### src/rtl/alu_pkg.sv
// Shared definitions for the multi-word ALU sequencer: ALU opcodes, FSM states and
// request operation codes.
package alu_pkg;

    localparam logic [4:0] ALU_OP_ADD  = 5'b00000;
    localparam logic [4:0] ALU_OP_ADDC = 5'b00001;
    localparam logic [4:0] ALU_OP_INC  = 5'b00011;
    localparam logic [4:0] ALU_OP_SUBB = 5'b00100;
    localparam logic [4:0] ALU_OP_SUB  = 5'b00101;
    localparam logic [4:0] ALU_OP_DEC  = 5'b00110;

    typedef enum logic [1:0] {
        ST_IDLE = 2'd0,
        ST_RUN  = 2'd1,
        ST_DONE = 2'd2
    } seq_state_t;

    typedef enum logic [1:0] {
        REQ_ADD = 2'b00,
        REQ_SUB = 2'b01,
        REQ_INC = 2'b10,
        REQ_DEC = 2'b11
    } req_op_t;

endpackage

### src/rtl/alu_op_sel.sv
// Maps (request op, first-word flag, chained carry/borrow) to the single-word ALU opcode.
// Optional inc/dec ops are enabled by defining ALU_SEQ_INCDEC_EN.
module alu_op_sel
    import alu_pkg::*;
(
    input  req_op_t    i_op,
    input  logic       i_first,
    input  logic       i_carry,
    output logic [4:0] o_alu_op
);

    logic w_chain;

    // Later words pick the carry/borrow-consuming opcode only when the previous word produced one.
    assign w_chain = !i_first && i_carry;

    always_comb begin
        o_alu_op = ALU_OP_ADD;
`ifdef ALU_SEQ_INCDEC_EN
        case (i_op)
            REQ_ADD: o_alu_op = w_chain ? ALU_OP_ADDC : ALU_OP_ADD;
            REQ_SUB: o_alu_op = w_chain ? ALU_OP_SUBB : ALU_OP_SUB;
            REQ_INC: o_alu_op = (i_first || i_carry) ? ALU_OP_INC : ALU_OP_ADD;
            REQ_DEC: o_alu_op = (i_first || i_carry) ? ALU_OP_DEC : ALU_OP_SUB;
            default: o_alu_op = ALU_OP_ADD;
        endcase
`else
        case (i_op)
            REQ_ADD, REQ_INC: o_alu_op = w_chain ? ALU_OP_ADDC : ALU_OP_ADD;
            REQ_SUB, REQ_DEC: o_alu_op = w_chain ? ALU_OP_SUBB : ALU_OP_SUB;
            default:          o_alu_op = ALU_OP_ADD;
        endcase
`endif
    end

endmodule

### src/rtl/alu_word_seq.sv
// Multi-word add/sub sequencer: issues one word per cycle (LSW first) to a single-word ALU,
// chains carry/borrow via opcode choice. Define ALU_SEQ_INCDEC_EN to enable inc/dec ops.
module alu_word_seq
    import alu_pkg::*;
#(
    parameter int BITS  = 8,
    parameter int WORDS = 4
) (
    input  logic                  CLK,
    input  logic                  RST,
    // Both handshakes: a transfer happens on a rising edge where VALID and READY are high.
    input  logic                  REQ_VALID,
    output logic                  REQ_READY,
    input  logic [1:0]            REQ_OP,
    input  logic [BITS*WORDS-1:0] REQ_A,
    input  logic [BITS*WORDS-1:0] REQ_B,
    output logic                  RSP_VALID,
    input  logic                  RSP_READY,
    output logic [BITS*WORDS-1:0] RSP_RESU,
    output logic                  RSP_O,
    output logic                  RSP_C,
    output logic                  RSP_S,
    output logic                  RSP_Z,
    output logic [BITS-1:0]       ALU_A,
    output logic [BITS-1:0]       ALU_B,
    output logic [4:0]            ALU_OP,
    input  logic [BITS-1:0]       ALU_RESU,
    input  logic                  ALU_O,
    input  logic                  ALU_C,
    input  logic                  ALU_S,
    input  logic                  ALU_Z,
    output seq_state_t            o_dbg_state
);

    localparam int N     = BITS * WORDS;
    localparam int IDX_W = $clog2(WORDS);
    localparam logic [IDX_W-1:0] LAST_IDX = IDX_W'(WORDS - 1);

    seq_state_t       r_state;
    seq_state_t       w_next;
    req_op_t          r_op;
    logic [N-1:0]     r_a;
    logic [N-1:0]     r_b;
    logic [N-1:0]     r_resu;
    logic [IDX_W-1:0] r_idx;
    logic             r_carry;
    logic             r_zacc;
    logic             r_o;
    logic             r_c;
    logic             r_s;
    logic             r_z;
    logic             w_last;
    logic             w_first;
    logic             w_b_zero;
    logic [4:0]       w_sel_op;

    assign w_last  = (r_idx == LAST_IDX);
    assign w_first = (r_idx == '0);

`ifdef ALU_SEQ_INCDEC_EN
    assign w_b_zero = (r_op == REQ_INC) || (r_op == REQ_DEC);
`else
    assign w_b_zero = 1'b0;
`endif

    alu_op_sel u_op_sel (
        .i_op     (r_op),
        .i_first  (w_first),
        .i_carry  (r_carry),
        .o_alu_op (w_sel_op)
    );

    always_comb begin
        w_next    = r_state;
        REQ_READY = 1'b0;
        RSP_VALID = 1'b0;
        ALU_A     = '0;
        ALU_B     = '0;
        ALU_OP    = ALU_OP_ADD;
        case (r_state)
            ST_IDLE: begin
                REQ_READY = 1'b1;
                if (REQ_VALID) w_next = ST_RUN;
            end
            ST_RUN: begin
                ALU_A  = r_a[r_idx*BITS +: BITS];
                ALU_B  = w_b_zero ? '0 : r_b[r_idx*BITS +: BITS];
                ALU_OP = w_sel_op;
                if (w_last) w_next = ST_DONE;
            end
            ST_DONE: begin
                RSP_VALID = 1'b1;
                if (RSP_READY) w_next = ST_IDLE;
            end
            default: w_next = ST_IDLE;
        endcase
    end

    always_ff @(posedge CLK) begin
        if (RST) begin
            r_state <= ST_IDLE;
            r_op    <= REQ_ADD;
            r_a     <= '0;
            r_b     <= '0;
            r_resu  <= '0;
            r_idx   <= '0;
            r_carry <= 1'b0;
            r_zacc  <= 1'b0;
            r_o     <= 1'b0;
            r_c     <= 1'b0;
            r_s     <= 1'b0;
            r_z     <= 1'b0;
        end else begin
            r_state <= w_next;
            case (r_state)
                ST_IDLE: begin
                    if (REQ_VALID) begin
                        r_a     <= REQ_A;
                        r_b     <= REQ_B;
                        r_op    <= req_op_t'(REQ_OP);
                        r_idx   <= '0;
                        r_carry <= 1'b0;
                        r_zacc  <= 1'b1;
                    end
                end
                ST_RUN: begin
                    r_resu[r_idx*BITS +: BITS] <= ALU_RESU;
                    r_carry <= ALU_C;
                    r_zacc  <= r_zacc & ALU_Z;
                    // Only the final word's O/C/S are meaningful for the whole operand.
                    if (w_last) begin
                        r_o <= ALU_O;
                        r_c <= ALU_C;
                        r_s <= ALU_S;
                        r_z <= r_zacc & ALU_Z;
                    end else begin
                        r_idx <= r_idx + IDX_W'(1);
                    end
                end
                default: ;
            endcase
        end
    end

    assign RSP_RESU    = r_resu;
    assign RSP_O       = r_o;
    assign RSP_C       = r_c;
    assign RSP_S       = r_s;
    assign RSP_Z       = r_z;
    assign o_dbg_state = r_state;

endmodule

### config.mk
export PLATFORM = sky130hd
export DESIGN_NAME = alu_word_seq
export DESIGN_NICKNAME = d
export VERILOG_FILES = /design/src/rtl/alu_pkg.sv /design/src/rtl/alu_op_sel.sv /design/src/rtl/alu_word_seq.sv
export SDC_FILE = /design/constraint.sdc
export NUM_CORES = 1
export LEC_CHECK = 0
export ABC_AREA = 1
export CORE_AREA = 2 2 100 102
export DETAILED_ROUTE_END_ITERATION = 8
export DIE_AREA = 0 0 102 104
export GPL_TIMING_DRIVEN = 0
export PLACE_DENSITY = 0.85
export RECOVER_POWER = 100
export SLEW_MARGIN = 15
export SYNTH_ARGS = -nofsm -noshare
export SYNTH_HDL_FRONTEND = slang
export SYNTH_SLANG_ARGS = --single-unit
### constraint.sdc
create_clock -name CLK -period 4.35 [get_ports CLK]
set_clock_uncertainty 0.2 [all_clocks]
set_input_delay 0.87 -clock CLK [delete_from_list [all_inputs] [get_ports CLK]]
set_output_delay 0.87 -clock CLK [all_outputs]
set_load 0.1 [all_outputs]
==> results of run 1 <==
power by group:
group / switching (mW) / internal [mW]
clock: 0.330 / 0.285
sequential: 0.0334 / 1.04
combinational: 0.413 / 0.196
total: 0.776 / 1.52
final timing paths:
kind / end / slack, ns / depth (start not counted)
worst min register to register: RSP_RESU[9] / 0.27 / 2
worst min-delay path: RSP_RESU[9] / 0.27 / 2
worst max register to register: RSP_RESU[17] / 1.48 / 10
worst max-delay path: ALU_A[7] / 0.24 / 6
cells in the final DEF, fill, tap and decap left out:
cell type        instances
nand3_2                  3
ha_1                     5
inv_2                    4
dfxtp_1                107
a21oi_1                 51
nand3_1                  5
clkbuf_1                26
clkinv_4                 2
buf_4                    3
nand4_1                  1
nor2_4                   1
buf_2                   11
buf_6                    9
clkdlybuf4s50_1         85
o21ai_1                  1
bufinv_16                1
dlygate4sd3_1           52
nand2_1                 66
nor3_1                  16
nor2_1                 227
clkbuf_8                10
o21ai_0                107
conb_1                   3
clkbuf_2                 1
inv_1                   17
nand2_2                  1
flip-flops by register name (all words and copies together) (netlist names):
register	count
RSP_O	1
RSP_RESU	32
r_a	32
r_op	1
o_dbg_state	2
RSP_C	1
r_carry	1
r_b	32
RSP_S	1
RSP_Z	1
r_zacc	1
r_idx	2
logic make-up (layout without fill, tap and decap cells):
| kind of cell | after synthesis | in the layout | synth area share |
|---|---|---|---|
| AO/OA/AOI/OAI | 159 | 159 | 0.172 |
| adder cells (fa/ha/maj) | 5 | 5 | 0.0135 |
| buffers and inverters | 67 | 221 | 0.0753 |
| flip-flops | 107 | 107 | 0.462 |
| other | 1 | 3 | 0.000809 |
| AND/OR/NAND/NOR | 320 | 320 | 0.277 |
metal layers:
| layer | track usage | share of wire | vias to the layer above |
|---|---|---|---|
| met5 | 0 | 0 | - |
| met4 | 0.112 | 0.027 | 0 |
| met2 | 0.451 | 0.49 | 209 |
| met1 | 0.323 | 0.41 | 2266 |
| met3 | 0.0276 | 0.066 | 33 |
| li1 | - | - | 2410 |
cells in the mapped netlist, drive strengths merged:
master  count
inv        21
clkbuf     19
ha          5
nand2      67
o21ai     108
a21oi      51
dfxtp     107
nor2      228
nand4       1
buf        27
conb        1
nand3       8
nor3       16
per-stage QoR:
step	util	std cells	worst slack [ns]	hold WS [ns]
2_1_floorplan	-	661	0.195	0.239
3_3_place_gp	0.648	932	0.261	0.251
3_5_place_dp	0.648	932	0.192	0.255
4_1_cts	0.669	948	0.0878	0.269
5_1_grt	0.665	948	0.0646	0.290
6_report	0.665	948	0.244	0.266
repair_timing:
item / CTS / global route
setup buffers: 0 / 0
hold endpoints to repair: 0 / 0
setup endpoints to repair: 1 / 1
gates resized for setup: 1 / 2
pin swaps: 0 / 0
critical path, stage by stage (launching register included):
cell and delay (ns):
dfxtp_1 0.34, clkbuf_1 0.17, inv_2 0.16, clkbuf_1 0.39
o21ai_0 0.17, a21oi_1 0.21, dlygate4sd3_1 1.23
area by class of cell:
class / instances / share of cell area
Clock buffer: 13 / 0.0234
Tap cell: 133 / 0.0262
Clock inverter: 3 / 0.00748
Buffer: 46 / 0.0417
Multi-Input combinational cell: 487 / 0.335
Timing Repair Buffer: 138 / 0.217
Sequential cell: 107 / 0.337
Inverter: 21 / 0.0124
==> impl_summary.md, run 1 <==
Floorplan
Pin placement for this block handled 143 I/O pins. The die covers 10600 µm². The die extent in y is 104 µm. The number of placement rows is 36. The initial core utilization is 0.486.

The overall die width is slightly above 100 µm. The core region is ~9500 µm².

STA
Summed over all failing endpoints, the final setup total negative slack is 0 ns. The number of max-slew violations in the final report is 0. The final critical-path required period is between 4 and 5 ns. The worst pin sits at a relative slew slack of 0.304.

The share of the clock period used by the worst path is 0.944. The hold violation count in the final report was 0. The maximum clock frequency is 0.244 GHz.

The actual slew at the worst max-slew pin is between 1 and 1.5 ns. Setup repair after global routing left no endpoint under its margin. Setup violations remaining at the end of the flow were counted as 0.

Global route
The initial antenna violation count came to 0. The wire length of the first global-routing pass is 22000 µm. For this run, the total global-route usage over all layers was measured as 0.261.

The pin count of the biggest net entering global routing is 17. The via count of the first global-routing pass was 4756. Summed over all layers, the global routing overflow is 0.

Synth
The synthesized cell area is 4640 µm². The sequential-to-total area share from yosys stat is 0.462. In this run, synthesis produced a sequential element count of between 100 and 150. For this run, the number of Yosys warnings is 0.

Synthesis produced a netlist whose cell count is 659. Summed over all instances, the cell type with the most area after synthesis is dfxtp_1. In this run, distinct cell masters in the synthesized netlist total 23. Ranked by total cell area, the synthesized netlist is headed by dfxtp_1, nor2_1, o21ai_0, a21oi_1, nand2_1. The mean instance size in the synthesized netlist is ~7.0 µm².

The portion of synthesized cell area occupied by the leading cell type is 0.462.

Pwr
The analysis attributes to cell leakage a power of around 2.6 nW. The overall power consumption is 2.30 mW. The largest vdd supply drop is 0.181 mV.

The total power per unit cell area is 362 nW/µm².

Clock network
The CTS H-tree depth is 3. The number of CTS-inserted buffers is 9. The later-pin clock latency in the skew report is 0.36 ns.

The maximum clock path buffer count is 2. The count of hold buffers inserted by post-cts repair is 0. The clock tree from TritonCTS is done.

The root buffer cell is clkbuf_8. The tree built by TritonCTS fans out to 107 sinks. The clock slew at the register clock pins of the worst setup and hold paths is approximately 0.09 ns.

Drt
The remaining number of nets flagged by the antenna check after routing is 0. The post-detailed-route via-to-cell ratio is between 5 and 6. Before antenna repair, the detailed router went through 5 iterations. The average wire per cell in the routed design is approximately 15 µm. In this run, the number of DRC markers left after iteration 0 of detailed routing was approximately 310. The routed layout has 4918 vias. The overall routed net length is around 14000 µm. In the routed design, unresolved DRC markers number 0.

Layout
The number of fill cells is approximately 830. The relative area change from synthesis to final layout is 37.0%. Across the whole layout, storage elements account for 2140 µm². The diode insertion count for antenna repair is 0. The total non-filler cell area in the finished layout is 6350 µm². The final net count is approximately 900. The area occupied by multi-input gates is between 2000 and 2500 µm².

The fraction of layout cells with a size suffix above 1 is 0.0564.

Worst setup path
The worst-path maximum fanout is 10. Tracing the worst setup path back leads to its startpoint at r_idx[0]. STA puts the critical path data required time at 3.28 ns. The worst register-to-register path begins at r_idx[0]. The signal arrival time at the worst endpoint is 3.04 ns.

The classification of the worst setup path is register to primary output. STA classifies the critical path endpoint as a primary output. The element type at the critical path start is a register.

Place
The final estimated routing congestion in global placement is 0.863. The number of buffers inserted by port buffering is approximately 140. Once detailed placement completed, the half-perimeter wirelength came to 10500 µm. The post-detailed-placement cell area is 6190 µm².

Hold path
The startpoint identified for the worst hold timing path is RSP_RESU[9]. The type of the most critical hold path is register to register.

Flow run
The max-capacitance violation count is 0.

Outcome
The flow ran to the end, and the final reports show no timing, DRC or antenna violations.
Note: power is estimated with default switching activity, not from simulation.
==> inputs of run 2 (changes only) <==
--- a/config.mk
+++ b/config.mk
@@ -10,7 +10,7 @@
 export DETAILED_ROUTE_END_ITERATION = 8
 export DIE_AREA = 0 0 102 104
 export GPL_TIMING_DRIVEN = 0
-export PLACE_DENSITY = 0.85
+export PLACE_DENSITY = 0.83
 export RECOVER_POWER = 100
 export SLEW_MARGIN = 15
 export SYNTH_ARGS = -nofsm -noshare
==> run 2 against run 1 <==
  * Critical path depth did not move
  * Combinational power barely moved
  * Cell area fell by 0.37%
  * Global-route usage fell by 0.49 points
  * Sequential share of layout area rose by 0.13 points
  * Sequential power barely moved
  * Setup slack got worse by 0.037 ns
  * Critical path type unchanged
  * Largest power group unchanged
==> impl_summary.md, run 2 (synthesis gave the netlist of run 1 again) <==
Clock network
The number of CTS-inserted buffers is 9 (unchanged). The total number of clock tree sinks is 107 (unchanged). The count of hold buffers inserted by post-cts repair was 0 (unchanged). The root buffer cell is clkbuf_8 (unchanged). The maximum clock path buffer count is 2 (unchanged).

The CTS H-tree depth is 3 (unchanged). The clock slew at the register clock pins of the worst setup and hold paths was 0.09 ns (about the same). The clock tree from TritonCTS is done (unchanged). The later-pin clock latency in the skew report was 0.36 ns (about the same).

The number of setup buffers added after CTS is 0 (unchanged). The post-cts sizing count came to 1 (unchanged).

Layout
The total non-filler cell area in the finished layout is 6330 µm² (was 6350 µm²). Top library cells by usage in the layout, fill and taps aside: nor2_1, dfxtp_1, o21ai_0 (unchanged). The area occupied by multi-input gates is 2130 µm² (unchanged). The number of fill cells is 854 (was 829). The combined flip-flop and latch cell area is 2140 µm² (unchanged). The fraction of layout cells with a size suffix above 1 is 0.0564 (unchanged). The share of the core filled with cells was 0.663 (was 0.665). The diode insertion count for antenna repair is 0 (unchanged). The final net count is 897 (unchanged). The most common library cell in the layout ignoring fill and taps is nor2_1 (unchanged). The final non-filler cell total is 948 (unchanged). The relative area change from synthesis to final layout was 36.5% (was 37.0%).

Global route
The global routing usage on met3 is 0.0403 (was 0.0276). The total congestion overflow came to 0 (unchanged). The wire length of the first global-routing pass came to 21500 µm (was 22000 µm). The most crowded layer after global routing is met2 (unchanged).

The via count of the first global-routing pass is 4682 (was 4756). The met1 track utilization from global routing is 0.320 (was 0.323). The pin count of the biggest net entering global routing was 17 (unchanged). The met2 demand-to-capacity share in global routing is 0.434 (was 0.451). The global router's overall resource usage is 0.256 (was 0.261).

The initial antenna violation count is 0 (unchanged).

Pwr
The overall power consumption is 2.23 mW (was 2.30 mW). The total power per unit cell area is 353 nW/µm² (was 362 nW/µm²). The largest vdd supply drop was 0.213 mV (was 0.181 mV).

The static leakage came to 2.58 nW (was 2.60 nW).

Place
The placed wire-length estimate after detailed placement is 10200 µm (was 10500 µm). The final estimated routing congestion in global placement came to 0.866 (was 0.863). The number of buffers inserted by port buffering is 138 (unchanged). The post-detailed-placement cell area is 6190 µm² (unchanged).

The placed instance count is 932 (unchanged).

Worst setup path
The worst-path maximum fanout is 12 (was 10). The endpoint type of the worst setup path is a primary output (unchanged). The reg-to-reg setup timing slack was 1.52 ns (was 1.48 ns). The number of cell instances on the worst register-to-register path is 10 (unchanged). The critical path's slowest cell is clkdlybuf4s50_1 (was dlygate4sd3_1). The classification of the worst setup path is register to primary output (unchanged). The signal arrival time at the worst endpoint came to 3.07 ns (was 3.04 ns). The critical path required time is 3.28 ns (about the same). The most numerous cell on the critical path is clkbuf_1 (unchanged). Worst path cell trace: clkbuf_1, inv_2, clkbuf_1, o21ai_0, a21oi_1, clkdlybuf4s50_1 (was clkbuf_1, inv_2, clkbuf_1, o21ai_0, a21oi_1, dlygate4sd3_1). The critical path's largest stage delay was 1.16 ns (was 1.23 ns). The element type at the critical path start is a register (unchanged).

Drt
The overall routed net length is 13400 µm (was 13800 µm). The remaining number of nets flagged by the antenna check after routing is 0 (unchanged). The post-detailed-route via-to-cell ratio is 5.12 (was 5.19).

The count of unresolved DRC violations after routing is 0 (unchanged). The length of the first detailed-routing pass in iterations is 5 (unchanged). The overall via count from detail_route is 4850 (was 4918).

The average wire per cell in the routed design came to 14.1 µm (was 14.5 µm). The DRC marker count from the first detailed-route iteration is 287 (was 313).

STA
The final total negative setup slack is 0 ns (unchanged). The setup violation total in the final timing report came to 0 (unchanged). The maximum clock frequency was 0.241 GHz (was 0.244 GHz). The hold violation count in the final report is 0 (unchanged). The headroom to the max-slew limit was 0.318 (was 0.304). The number of max-slew violations in the final report is 0 (unchanged). The actual slew at the worst max-slew pin is 1.02 ns (was 1.04 ns). The share of the clock period used by the worst path came to 0.952 (was 0.944).

Setup repair after global routing missed its margin: false (unchanged). The final critical-path required period is 4.14 ns (was 4.11 ns).

Floorplan
The core footprint is 9550 µm² (unchanged). The overall die area was 10600 µm² (unchanged). The I/O pin total was 143 (unchanged). The die extent in y is 104 µm (unchanged).

The initial core utilization is 0.486 (unchanged). The number of placement rows is 36 (unchanged). The overall die width came to 102 µm (unchanged).

Flow run
The max-capacitance violation count came to 0 (unchanged).

Outcome
Outcome: finished, final reports clean (unchanged).

Hold path
The type of the most critical hold path is register to register (unchanged). The instance count along the most critical hold path is 2 (unchanged).
run 2: changes by cell type in the layout (fill, tap and decap cells not counted), sizes merged:
| cell | before | now |
|---|---|---|
| clkinv | 2 | 1 |
| bufinv | 1 | 0 |
| clkinvlp | 0 | 2 |
run 2: cell type report:
cell class | count | share of cell area
Tap cell | 133 | 0.0263
Timing Repair Buffer | 138 | 0.217
Inverter | 21 | 0.0125
Multi-Input combinational cell | 487 | 0.336
Clock buffer | 13 | 0.0235
Buffer | 46 | 0.0419
Clock inverter | 3 | 0.00376
Sequential cell | 107 | 0.338
run 2: critical path: cells and delay by family, from the launching register on:
family / cells / cell delay (ns)
buf+inv: 4 / 1.93
flops: 1 / 0.34
compound gates: 2 / 0.44
run 2: power breakdown:
| part | leakage, nW | switching, mW | internal (mW) | total [mW] |
|---|---|---|---|---|
| clock network | 0.0799 | 0.328 | 0.226 | 0.555 |
| logic | 1.62 | 0.410 | 0.196 | 0.606 |
| registers | 0.879 | 0.0326 | 1.04 | 1.07 |
run 2: final timing paths:
| kind | start | end |
|---|---|---|
| hold / removal | RSP_RESU[22] | RSP_RESU[22] |
| setup reg to reg | r_idx[0] | RSP_RESU[17] |
| setup / recovery | r_idx[0] | ALU_A[3] |
| hold reg to reg | RSP_RESU[22] | RSP_RESU[22] |
run 2: stage by stage:
step,setup WS [ns],hold slack (ns)
2_1_floorplan,0.195,0.239
4_1_cts,0.101,0.267
3_5_place_dp,0.214,0.253
6_report,0.207,0.265
3_3_place_gp,0.262,0.251
5_1_grt,0.0577,0.287
run 2: layer usage:
layer,vias up,part of all wire
li1,2413,-
met3,32,0.073
met4,0,0.025
met5,-,0
met1,2201,0.42
met2,204,0.48
